File: src/rtl/mem_access_stage_pkg.sv
// Shared types and control-bit positions for the MEM pipeline stage.
package mem_stage_pkg;

  typedef enum logic [1:0] {
    IDLE = 2'd0,
    REQ  = 2'd1,
    WAIT = 2'd2
  } mem_state_e;

  // Bit positions inside mem_control_in / wb_control_in
  localparam int MEMCTL_BRANCH    = 2;
  localparam int MEMCTL_READ      = 1;
  localparam int MEMCTL_WRITE     = 0;
  localparam int WBCTL_REG_WRITE  = 1;
  localparam int WBCTL_MEM_TO_REG = 0;

endpackage

File: src/rtl/mem_access_stage_if.sv
// Data-memory request/response channel between the MEM stage (master) and memory (slave).
interface mem_access_stage_if #(
  parameter int DATA_WIDTH = 64
);
  logic                  mem_req_valid;
  logic                  mem_req_ready;
  logic                  mem_req_we;
  logic [DATA_WIDTH-1:0] mem_req_addr;
  logic [DATA_WIDTH-1:0] mem_req_wdata;
  logic                  mem_resp_valid;
  logic [DATA_WIDTH-1:0] mem_resp_rdata;

  modport master (
    output mem_req_valid, mem_req_we, mem_req_addr, mem_req_wdata,
    input  mem_req_ready, mem_resp_valid, mem_resp_rdata
  );

  modport slave (
    input  mem_req_valid, mem_req_we, mem_req_addr, mem_req_wdata,
    output mem_req_ready, mem_resp_valid, mem_resp_rdata
  );
endinterface

File: src/rtl/mem_access_stage_req_fsm.sv
// Memory-access sequencer: tracks IDLE/REQ/WAIT, drives the request handshake,
// the upstream stall and a one-cycle retire strobe for the MEM/WB registers.
module mem_req_fsm
  import mem_stage_pkg::*;
(
  input  logic clk,
  input  logic reset,
  input  logic i_valid,
  input  logic i_mem_read,
  input  logic i_mem_write,
  input  logic i_misalign,
  input  logic i_req_ready,
  input  logic i_resp_valid,
  output logic o_stall,
  output logic o_req_valid,
  output logic o_req_we,
  output logic o_retire,
  output logic o_load_done
);
  mem_state_e r_state;
  mem_state_e w_next_state;
  logic       w_memop;
  logic       w_store;

  assign w_memop = i_valid & (i_mem_read | i_mem_write);
  // A set read bit wins, so both bits set is treated as a load
  assign w_store = i_mem_write & ~i_mem_read;

  // State register
  always_ff @(posedge clk or negedge reset) begin
    if (!reset) begin
      r_state <= IDLE;
    end else begin
      r_state <= w_next_state;
    end
  end

  // Next-state, handshake and stall decode
  always_comb begin
    w_next_state = r_state;
    o_stall      = 1'b0;
    o_req_valid  = 1'b0;
    o_req_we     = 1'b0;
    o_retire     = 1'b0;
    o_load_done  = 1'b0;
    case (r_state)
      IDLE: begin
        if (w_memop && !i_misalign) begin
          o_stall      = 1'b1;
          w_next_state = REQ;
        end else begin
          o_retire = i_valid;
        end
      end
      REQ: begin
        o_req_valid = 1'b1;
        o_req_we    = w_store;
        if (i_req_ready) begin
          if (w_store) begin
            o_retire     = 1'b1;
            w_next_state = IDLE;
          end else begin
            o_stall      = 1'b1;
            w_next_state = WAIT;
          end
        end else begin
          o_stall = 1'b1;
        end
      end
      WAIT: begin
        if (i_resp_valid) begin
          o_retire     = 1'b1;
          o_load_done  = 1'b1;
          w_next_state = IDLE;
        end else begin
          o_stall = 1'b1;
        end
      end
      default: begin
        w_next_state = IDLE;
      end
    endcase
  end
endmodule

File: src/rtl/mem_access_stage.sv
// MEM pipeline stage: branch resolution, data-memory access and MEM/WB payload registers.
// Optional misaligned-access trap enabled by defining MEM_MISALIGN_CHECK_EN.
module mem_access_stage
  import mem_stage_pkg::*;
#(
  parameter int DATA_WIDTH   = 64,
  parameter int REG_ID_WIDTH = 5
) (
  input  logic                    clk,
  input  logic                    reset,
  input  logic                    valid_in,
  input  logic [DATA_WIDTH-1:0]   target_in,
  input  logic                    branch_decision_in,
  input  logic [DATA_WIDTH-1:0]   alu_res_in,
  input  logic [DATA_WIDTH-1:0]   write_data_in,
  input  logic [REG_ID_WIDTH-1:0] dest_in,
  input  logic [2:0]              mem_control_in,
  input  logic [1:0]              wb_control_in,
  output logic                    stall_out,
  output logic                    pc_src_out,
  output logic [DATA_WIDTH-1:0]   target_out,
  mem_access_stage_if.master      mem,
  output logic                    valid_out,
  output logic [DATA_WIDTH-1:0]   read_data_out,
  output logic [DATA_WIDTH-1:0]   alu_res_out,
  output logic [REG_ID_WIDTH-1:0] dest_out,
  output logic [1:0]              wb_control_out,
  output logic                    misalign_out
);
  logic                    w_retire;
  logic                    w_load_done;
  logic                    w_misalign;
  logic [1:0]              w_wb_retire;
  logic                    r_valid;
  logic [DATA_WIDTH-1:0]   r_read_data;
  logic [DATA_WIDTH-1:0]   r_alu_res;
  logic [REG_ID_WIDTH-1:0] r_dest;
  logic [1:0]              r_wb;

  assign pc_src_out         = valid_in & mem_control_in[MEMCTL_BRANCH] & branch_decision_in;
  assign target_out         = target_in;
  assign mem.mem_req_addr   = alu_res_in;
  assign mem.mem_req_wdata  = write_data_in;

  mem_req_fsm u_fsm (
    .clk          (clk),
    .reset        (reset),
    .i_valid      (valid_in),
    .i_mem_read   (mem_control_in[MEMCTL_READ]),
    .i_mem_write  (mem_control_in[MEMCTL_WRITE]),
    .i_misalign   (w_misalign),
    .i_req_ready  (mem.mem_req_ready),
    .i_resp_valid (mem.mem_resp_valid),
    .o_stall      (stall_out),
    .o_req_valid  (mem.mem_req_valid),
    .o_req_we     (mem.mem_req_we),
    .o_retire     (w_retire),
    .o_load_done  (w_load_done)
  );

`ifdef MEM_MISALIGN_CHECK_EN
  logic r_misalign;

  assign w_misalign = valid_in
                    & (mem_control_in[MEMCTL_READ] | mem_control_in[MEMCTL_WRITE])
                    & (alu_res_in[2:0] != 3'd0);

  // Misalign flag travels with the retiring instruction
  always_ff @(posedge clk or negedge reset) begin
    if (!reset) begin
      r_misalign <= 1'b0;
    end else if (w_retire) begin
      r_misalign <= w_misalign;
    end
  end

  assign misalign_out = r_misalign;
`else
  assign w_misalign   = 1'b0;
  assign misalign_out = 1'b0;
`endif

  // A trapped access must not write the register file
  always_comb begin
    w_wb_retire = wb_control_in;
    if (w_misalign) begin
      w_wb_retire[WBCTL_REG_WRITE] = 1'b0;
    end else begin
      w_wb_retire[WBCTL_MEM_TO_REG] = wb_control_in[WBCTL_MEM_TO_REG];
    end
  end

  // MEM/WB payload: load on retire, bubble otherwise
  always_ff @(posedge clk or negedge reset) begin
    if (!reset) begin
      r_valid     <= 1'b0;
      r_read_data <= {DATA_WIDTH{1'b0}};
      r_alu_res   <= {DATA_WIDTH{1'b0}};
      r_dest      <= {REG_ID_WIDTH{1'b0}};
      r_wb        <= 2'b00;
    end else begin
      r_valid <= w_retire;
      if (w_retire) begin
        r_alu_res <= alu_res_in;
        r_dest    <= dest_in;
        r_wb      <= w_wb_retire;
      end else begin
        r_wb <= 2'b00;
      end
      if (w_load_done) begin
        r_read_data <= mem.mem_resp_rdata;
      end
    end
  end

  assign valid_out      = r_valid;
  assign read_data_out  = r_read_data;
  assign alu_res_out    = r_alu_res;
  assign dest_out       = r_dest;
  assign wb_control_out = r_wb;
endmodule

File: src/flat_wrapper.sv
// flat-port wrapper written by rule: the top's interface ports become plain ports
module mem_access_stage_flat import mem_stage_pkg::*;
#(
  parameter int DATA_WIDTH   = 64,
  parameter int REG_ID_WIDTH = 5
)
  (clk, reset, valid_in, target_in, branch_decision_in, alu_res_in, write_data_in, dest_in, mem_control_in, wb_control_in, stall_out, pc_src_out, target_out, valid_out, read_data_out, alu_res_out, dest_out, wb_control_out, misalign_out, mem_mem_req_valid, mem_mem_req_we, mem_mem_req_addr, mem_mem_req_wdata, mem_mem_req_ready, mem_mem_resp_valid, mem_mem_resp_rdata);
  mem_access_stage_if #(.DATA_WIDTH(DATA_WIDTH)) mem_i ();
  input  logic clk;
  input  logic reset;
  input  logic valid_in;
  input  logic [DATA_WIDTH-1:0] target_in;
  input  logic branch_decision_in;
  input  logic [DATA_WIDTH-1:0] alu_res_in;
  input  logic [DATA_WIDTH-1:0] write_data_in;
  input  logic [REG_ID_WIDTH-1:0] dest_in;
  input  logic [2:0] mem_control_in;
  input  logic [1:0] wb_control_in;
  output logic stall_out;
  output logic pc_src_out;
  output logic [DATA_WIDTH-1:0] target_out;
  output logic valid_out;
  output logic [DATA_WIDTH-1:0] read_data_out;
  output logic [DATA_WIDTH-1:0] alu_res_out;
  output logic [REG_ID_WIDTH-1:0] dest_out;
  output logic [1:0] wb_control_out;
  output logic misalign_out;
  output wire logic [$bits(mem_i.mem_req_valid)-1:0] mem_mem_req_valid;
  output wire logic [$bits(mem_i.mem_req_we)-1:0] mem_mem_req_we;
  output wire logic [$bits(mem_i.mem_req_addr)-1:0] mem_mem_req_addr;
  output wire logic [$bits(mem_i.mem_req_wdata)-1:0] mem_mem_req_wdata;
  input wire logic [$bits(mem_i.mem_req_ready)-1:0] mem_mem_req_ready;
  input wire logic [$bits(mem_i.mem_resp_valid)-1:0] mem_mem_resp_valid;
  input wire logic [$bits(mem_i.mem_resp_rdata)-1:0] mem_mem_resp_rdata;
  assign mem_mem_req_valid = mem_i.mem_req_valid;
  assign mem_mem_req_we = mem_i.mem_req_we;
  assign mem_mem_req_addr = mem_i.mem_req_addr;
  assign mem_mem_req_wdata = mem_i.mem_req_wdata;
  assign mem_i.mem_req_ready = mem_mem_req_ready;
  assign mem_i.mem_resp_valid = mem_mem_resp_valid;
  assign mem_i.mem_resp_rdata = mem_mem_resp_rdata;
  mem_access_stage #(.DATA_WIDTH(DATA_WIDTH), .REG_ID_WIDTH(REG_ID_WIDTH)) u_core (.clk(clk), .reset(reset), .valid_in(valid_in), .target_in(target_in), .branch_decision_in(branch_decision_in), .alu_res_in(alu_res_in), .write_data_in(write_data_in), .dest_in(dest_in), .mem_control_in(mem_control_in), .wb_control_in(wb_control_in), .stall_out(stall_out), .pc_src_out(pc_src_out), .target_out(target_out), .mem(mem_i), .valid_out(valid_out), .read_data_out(read_data_out), .alu_res_out(alu_res_out), .dest_out(dest_out), .wb_control_out(wb_control_out), .misalign_out(misalign_out));
endmodule
File: config.mk
export PLATFORM = sky130hd
export DESIGN_NAME = mem_access_stage_flat
export DESIGN_NICKNAME = d
export VERILOG_FILES = /design/src/rtl/mem_access_stage_pkg.sv /design/src/rtl/mem_access_stage_if.sv /design/src/rtl/mem_access_stage_req_fsm.sv /design/src/rtl/mem_access_stage.sv /design/src/flat_wrapper.sv
export SDC_FILE = /design/constraint.sdc
export NUM_CORES = 1
export LEC_CHECK = 0
export ABC_AREA = 1
export BUFFER_PORTS_ARGS = -buffer_cell sky130_fd_sc_hd__buf_2
export CAP_MARGIN = 20
export CORE_AREA = 4 4 234 236
export DETAILED_ROUTE_END_ITERATION = 8
export DIE_AREA = 0 0 238 240
export PLACE_DENSITY = 0.41
export SLEW_MARGIN = 20
export SYNTH_ARGS = -nofsm -noshare
export SYNTH_HDL_FRONTEND = slang
export SYNTH_SLANG_ARGS = --single-unit
File: constraint.sdc
create_clock -name clk -period 2 [get_ports clk]
set_input_delay 0.3 -clock clk [delete_from_list [all_inputs] [get_ports clk]]
set_output_delay 0.3 -clock clk [all_outputs]
set_load 0.02 [all_outputs]
Word-level counts from Yosys, hierarchy flattened
Cells that the tools add are included.
{"block": "classes", "eq_ne": 5, "mux": 19, "bitwise_logic": 6, "reduce_logical": 2}
{"operator": "1-bit 2-to-1 mux", "n": 11}
{"operator": "2-bit 2-to-1 mux", "n": 5}
{"operator": "2-bit != test, second input constant", "n": 3}
{"operator": "1-bit case mux with 3 select lines", "n": 2}
{"operator": "2-bit case mux with 3 select lines", "n": 1}
{"operator": "1-bit AND", "n": 4}
{"operator": "3-bit AND reduction", "n": 1}
{"operator": "2-bit by 1-bit equality test with 1-bit output, second input constant", "n": 1}
{"operator": "2-bit equality test, second input constant", "n": 1}
{"operator": "2-bit zero test", "n": 1}
{"operator": "1-bit inverter", "n": 1}
{"operator": "1-bit OR", "n": 1}
{"block": "word_totals", "regBits": 138, "inputBits": 272, "word_cells": 38}

Logic depth before layout (Yosys ltp)
{"block": "logic_depth", "ltp_word": 6, "mapped_depth": 7, "ltp_nobuf": 6}

Hierarchy
A second synthesis with hierarchy kept.
{"block": "hier_totals", "cells_unflattened": 797, "hier_area_um2": 6722.7}
{"module": "mem_access_stage", "instances": 1, "cells_per_inst": 766, "area_each_um2": 6538.8, "seq_area_each_um2": 3403.3}
{"module": "mem_req_fsm", "instances": 1, "cells_per_inst": 31, "area_each_um2": 183.9, "seq_area_each_um2": 50.0}

Worst setup path after synthesis
No wires, ideal clock.
{"block": "synth_path", "path_kind": "register -> register", "from": "register u_core.u_fsm.r_state[1]", "to": "register u_core.r_alu_res[31], in the netlist u_core.alu_res_out[31]", "t_arrival_ns": 1.276, "required_ns": 1.883, "slack_ns": 0.607, "stages_incl_launch_ff": 7, "n_path_buf": 2, "path_cell_list": "dfrtp_1 -> nor2_4 -> nand3_2 -> buf_4 -> buf_4 -> nand4_1 -> nand2_1"}
{"block": "synth_via", "elab_chain_len": 2, "word_cells_on_any_way": 4}
{"item": "start, declared", "line": "mem_access_stage_req_fsm.sv:20", "rtl": "mem_state_e r_state;"}
{"item": "start signal, assigned", "line": "mem_access_stage_req_fsm.sv:34", "rtl": "r_state <= w_next_state;"}
{"item": "2-bit equality test, or another cell as far along", "line": "mem_access_stage_req_fsm.sv:46", "rtl": "case (r_state)"}
{"item": "1-bit case mux with 3 select lines (*)", "line": "mem_access_stage_req_fsm.sv:46"}
{"item": "end signal, assigned", "line": "mem_access_stage.sv:98", "rtl": "r_alu_res <= {DATA_WIDTH{1'b0}};"}
{"item": "end signal, assigned", "line": "mem_access_stage.sv:104", "rtl": "r_alu_res <= alu_res_in;"}
{"item": "end, declared", "line": "mem_access_stage.sv:36", "rtl": "logic [DATA_WIDTH-1:0] r_alu_res;"}
Every way passes the cells marked *; elsewhere a longest branch is shown, timed or not.
A chain may end at the register's enable or synchronous reset.

Worst setup path after layout
{"block": "layout_path", "from": "register u_core.u_fsm.r_state[1]", "to": "output stall_out"}
{"block": "layout_via", "elab_chain_len": 2, "word_cells_on_any_way": 4}
{"item": "2-bit equality test, or another cell as far along", "line": "mem_access_stage_req_fsm.sv:46"}
{"item": "1-bit case mux with 3 select lines (*)", "line": "mem_access_stage_req_fsm.sv:46"}
{"item": "end, declared", "line": "flat_wrapper.sv:19", "rtl": "output logic stall_out;"}
Marks and branches as above.

==> qor.csv <==
metric;value;unit
outcome;finished clean;
area_delta_synth_final;30.0;%
place_area;8280;um2
async_flop_share;100;%
netlist_area;7110;um2
crit_path_end;stall_out;
arrival;1550;ps
fin_nets;1263;
drtPass1Iterations;4;
placementRows;84;
grt_pass1_wl;36.5;mm
final_cell_area;9240;um2
grt_max_degree;70;
final_cells;1692;
drive_above_1_share;40.5;%
io_pins;605;
clkTransAtPathRegs;60;ps
io_buffer_count;347;
r2r_slack;240;ps
utilization;17.6;%
ir_drop;0.000556;V
finalSetupViolations;0;
finClkSkew;9.55;ps
dieWidth;238;um
startpoint;u_core.u_fsm.r_state[1];
period_needed;1850;ps
endpoint_kind;output port;
coreArea;52400;um2
yosys_warnings;0;
drv_cap;0;
tightestPinTransition;859;ps
cpPeakStageDelay;480;ps
power.density;1460;nW/um2
worst_slack;152;ps
netlist.area_leader.share;48.6;%
gp_congestion;0.748;
rsz0062_at_grt;no;
hp-class;in -> reg;
ant_nets;0;
die_height;240;um
numCtsBuffers;17;
vias_per_cell;3.38;
grt-ovfl-total;0;
netlist.top_cell.by_area;dfrtp_1;
crit_family;flip-flops;
ys_ff_latch;138;
syn_area_per_cell;8.86;um2
cts_max_level;4;
synth-main-ff-cell;dfrtp_1;
pre_cts_ws;234;ps
num_vias;5720;
synthMostInstantiatedCell;nand2_1;
setup_tns;0;ps
routedWlPerCell;15.0;um
postCtsSetupBuffers;0;
routed_wl;25.4;mm
slew_headroom;42.8;%
r2r-end;u_core.dest_out[3];
ys_seq_area_share;48.6;%
dp.cells;1626;
grt_pass1_vias;6037;
path_cells;nor2_4, nand2_1, nand4_1, buf_2;
cts_max_path_buffers;2;
critPathSlowestCell;dfrtp_1;
cts.sinks;138;
critPathLaunchType;flip-flop;
synthCells;802;
synth_area_leaders;dfrtp_1 49%, buf_4 21%, nand2_1 11%;
p_leak;5.02;nW
clk_latency;450;ps
grtUsageTotal;8.74;%
hpwl;18.5;mm
drt_iter0_drc;139;
hold_viol_final;0;
ys_top_cells_by_count;207 x nand2_1, 203 x buf_4, 138 x dfrtp_1, 71 x inv_1, 70 x nand4_1;
fin_crit_sh;92.4;%
worstSetupPathType;reg -> out;
r2r-start;u_core.u_fsm.r_state[1];
synth-edff-count;0;
route.detailed.drc;0;
drv_slew;0;
synth.net_count;1074;
nFillCells;5972;
worst-path-stages;4;
initial_core_util;13.6;%
synth_cell_types;19;
root_buffer;clkbuf_16;
required;1700;ps
dieArea;57100;um2
cts_tree;yes;
cp_num_buf_inv;1;
cp_max_fo;5;
antenna_found_initial;6;
r2r_cells;5;
fmax;0.541;GHz
flip-flops by register name, summed over array words and instances (netlist names):
name and cells:
u_core.alu_res_out 64, u_core.read_data_out 64, u_core.dest_out 5, u_core.u_fsm.r_state 2, u_core.wb_control_out 2, u_core.valid_out 1
worst reg2reg max path, stage by stage, from the launching register on:
cell and delay (ps):
dfrtp_1 520, nor2_4 80, nand3_4 90, buf_4 670
nand4_1 220, nand2_1 110
cell type report:
type	count	area (um2)	share of cell area, %
diodes	2	5.00	0.0542
clock buffers	22	464	5.02
clock inverters	8	144	1.56
inverters	72	270	2.93
multi-input cells	357	1680	18.1
flip-flops and latches	138	3450	37.4
well taps	688	861	9.32
repair buffers	405	2360	25.6
metal layers:
layer	track usage (%)	vias up	wire length, um
li1	-	2723	-
met5	0.253	-	0
met2	13.5	321	11400
met3	4.62	68	2950
met4	5.05	0	1130
met1	9.63	2608	9840
cell families after synthesis:
logic type / count (synthesis) / share of synthesized area (%)
AND/OR/NAND/NOR: 291 / 18.5
other: 1 / 0.0527
flip-flops: 138 / 48.6
AO/OA/AOI/OAI: 65 / 4.58
buffers and inverters: 307 / 28.3
cells in the final DEF, fill, tap and decap left out, types with 16 or more instances in the layout:
cell type	Yosys	layout
dlygate4sd3_1	0	34
nand2_1	207	207
clkbuf_16	0	17
o21ai_1	25	25
nand4_1	70	70
dfrtp_1	138	137
buf_2	10	346
o21ai_0	40	40
buf_4	203	16
inv_1	71	71
stage by stage:
step,hold WS [ps],total power [mW]
6_report,64.8,13.4
5_1_grt,24.7,14.5
4_1_cts,0.895,13.8
3_5_place_dp,356,10.2
3_3_place_gp,344,10.1
2_1_floorplan,4.41,8.37
worst min-delay path by stage:
stage	slack (ps)	cells after the start	startpoint	endpoint
after floorplan	4	0	reset	u_core.alu_res_out[0]
after global placement	340	1	reset	u_core.read_data_out[52]
after detailed placement	360	1	reset	u_core.read_data_out[52]
after CTS	0.9	3	alu_res_in[62]	u_core.alu_res_out[62]
after global routing	20	3	alu_res_in[9]	u_core.alu_res_out[9]
final	60	3	alu_res_in[62]	u_core.alu_res_out[62]
what timing repair did:
item | CTS | global route
hold buffers | 34 | 0
endpoints found under the hold margin | 72 | 0
setup endpoints to repair | 1 | 1
pin swaps | 0 | 0
gates resized for setup | 1 | 2
power breakdown:
part           total (mW)  switching (mW)  leakage (nW)  internal, mW
clock                3.40            1.27         0.300          2.13
sequential           4.77           0.712          1.72          4.06
combinational        5.27            3.43          3.00          1.84
total                13.4            5.42          5.02          8.03
No activity file was read; power rests on OpenSTA's default activity.
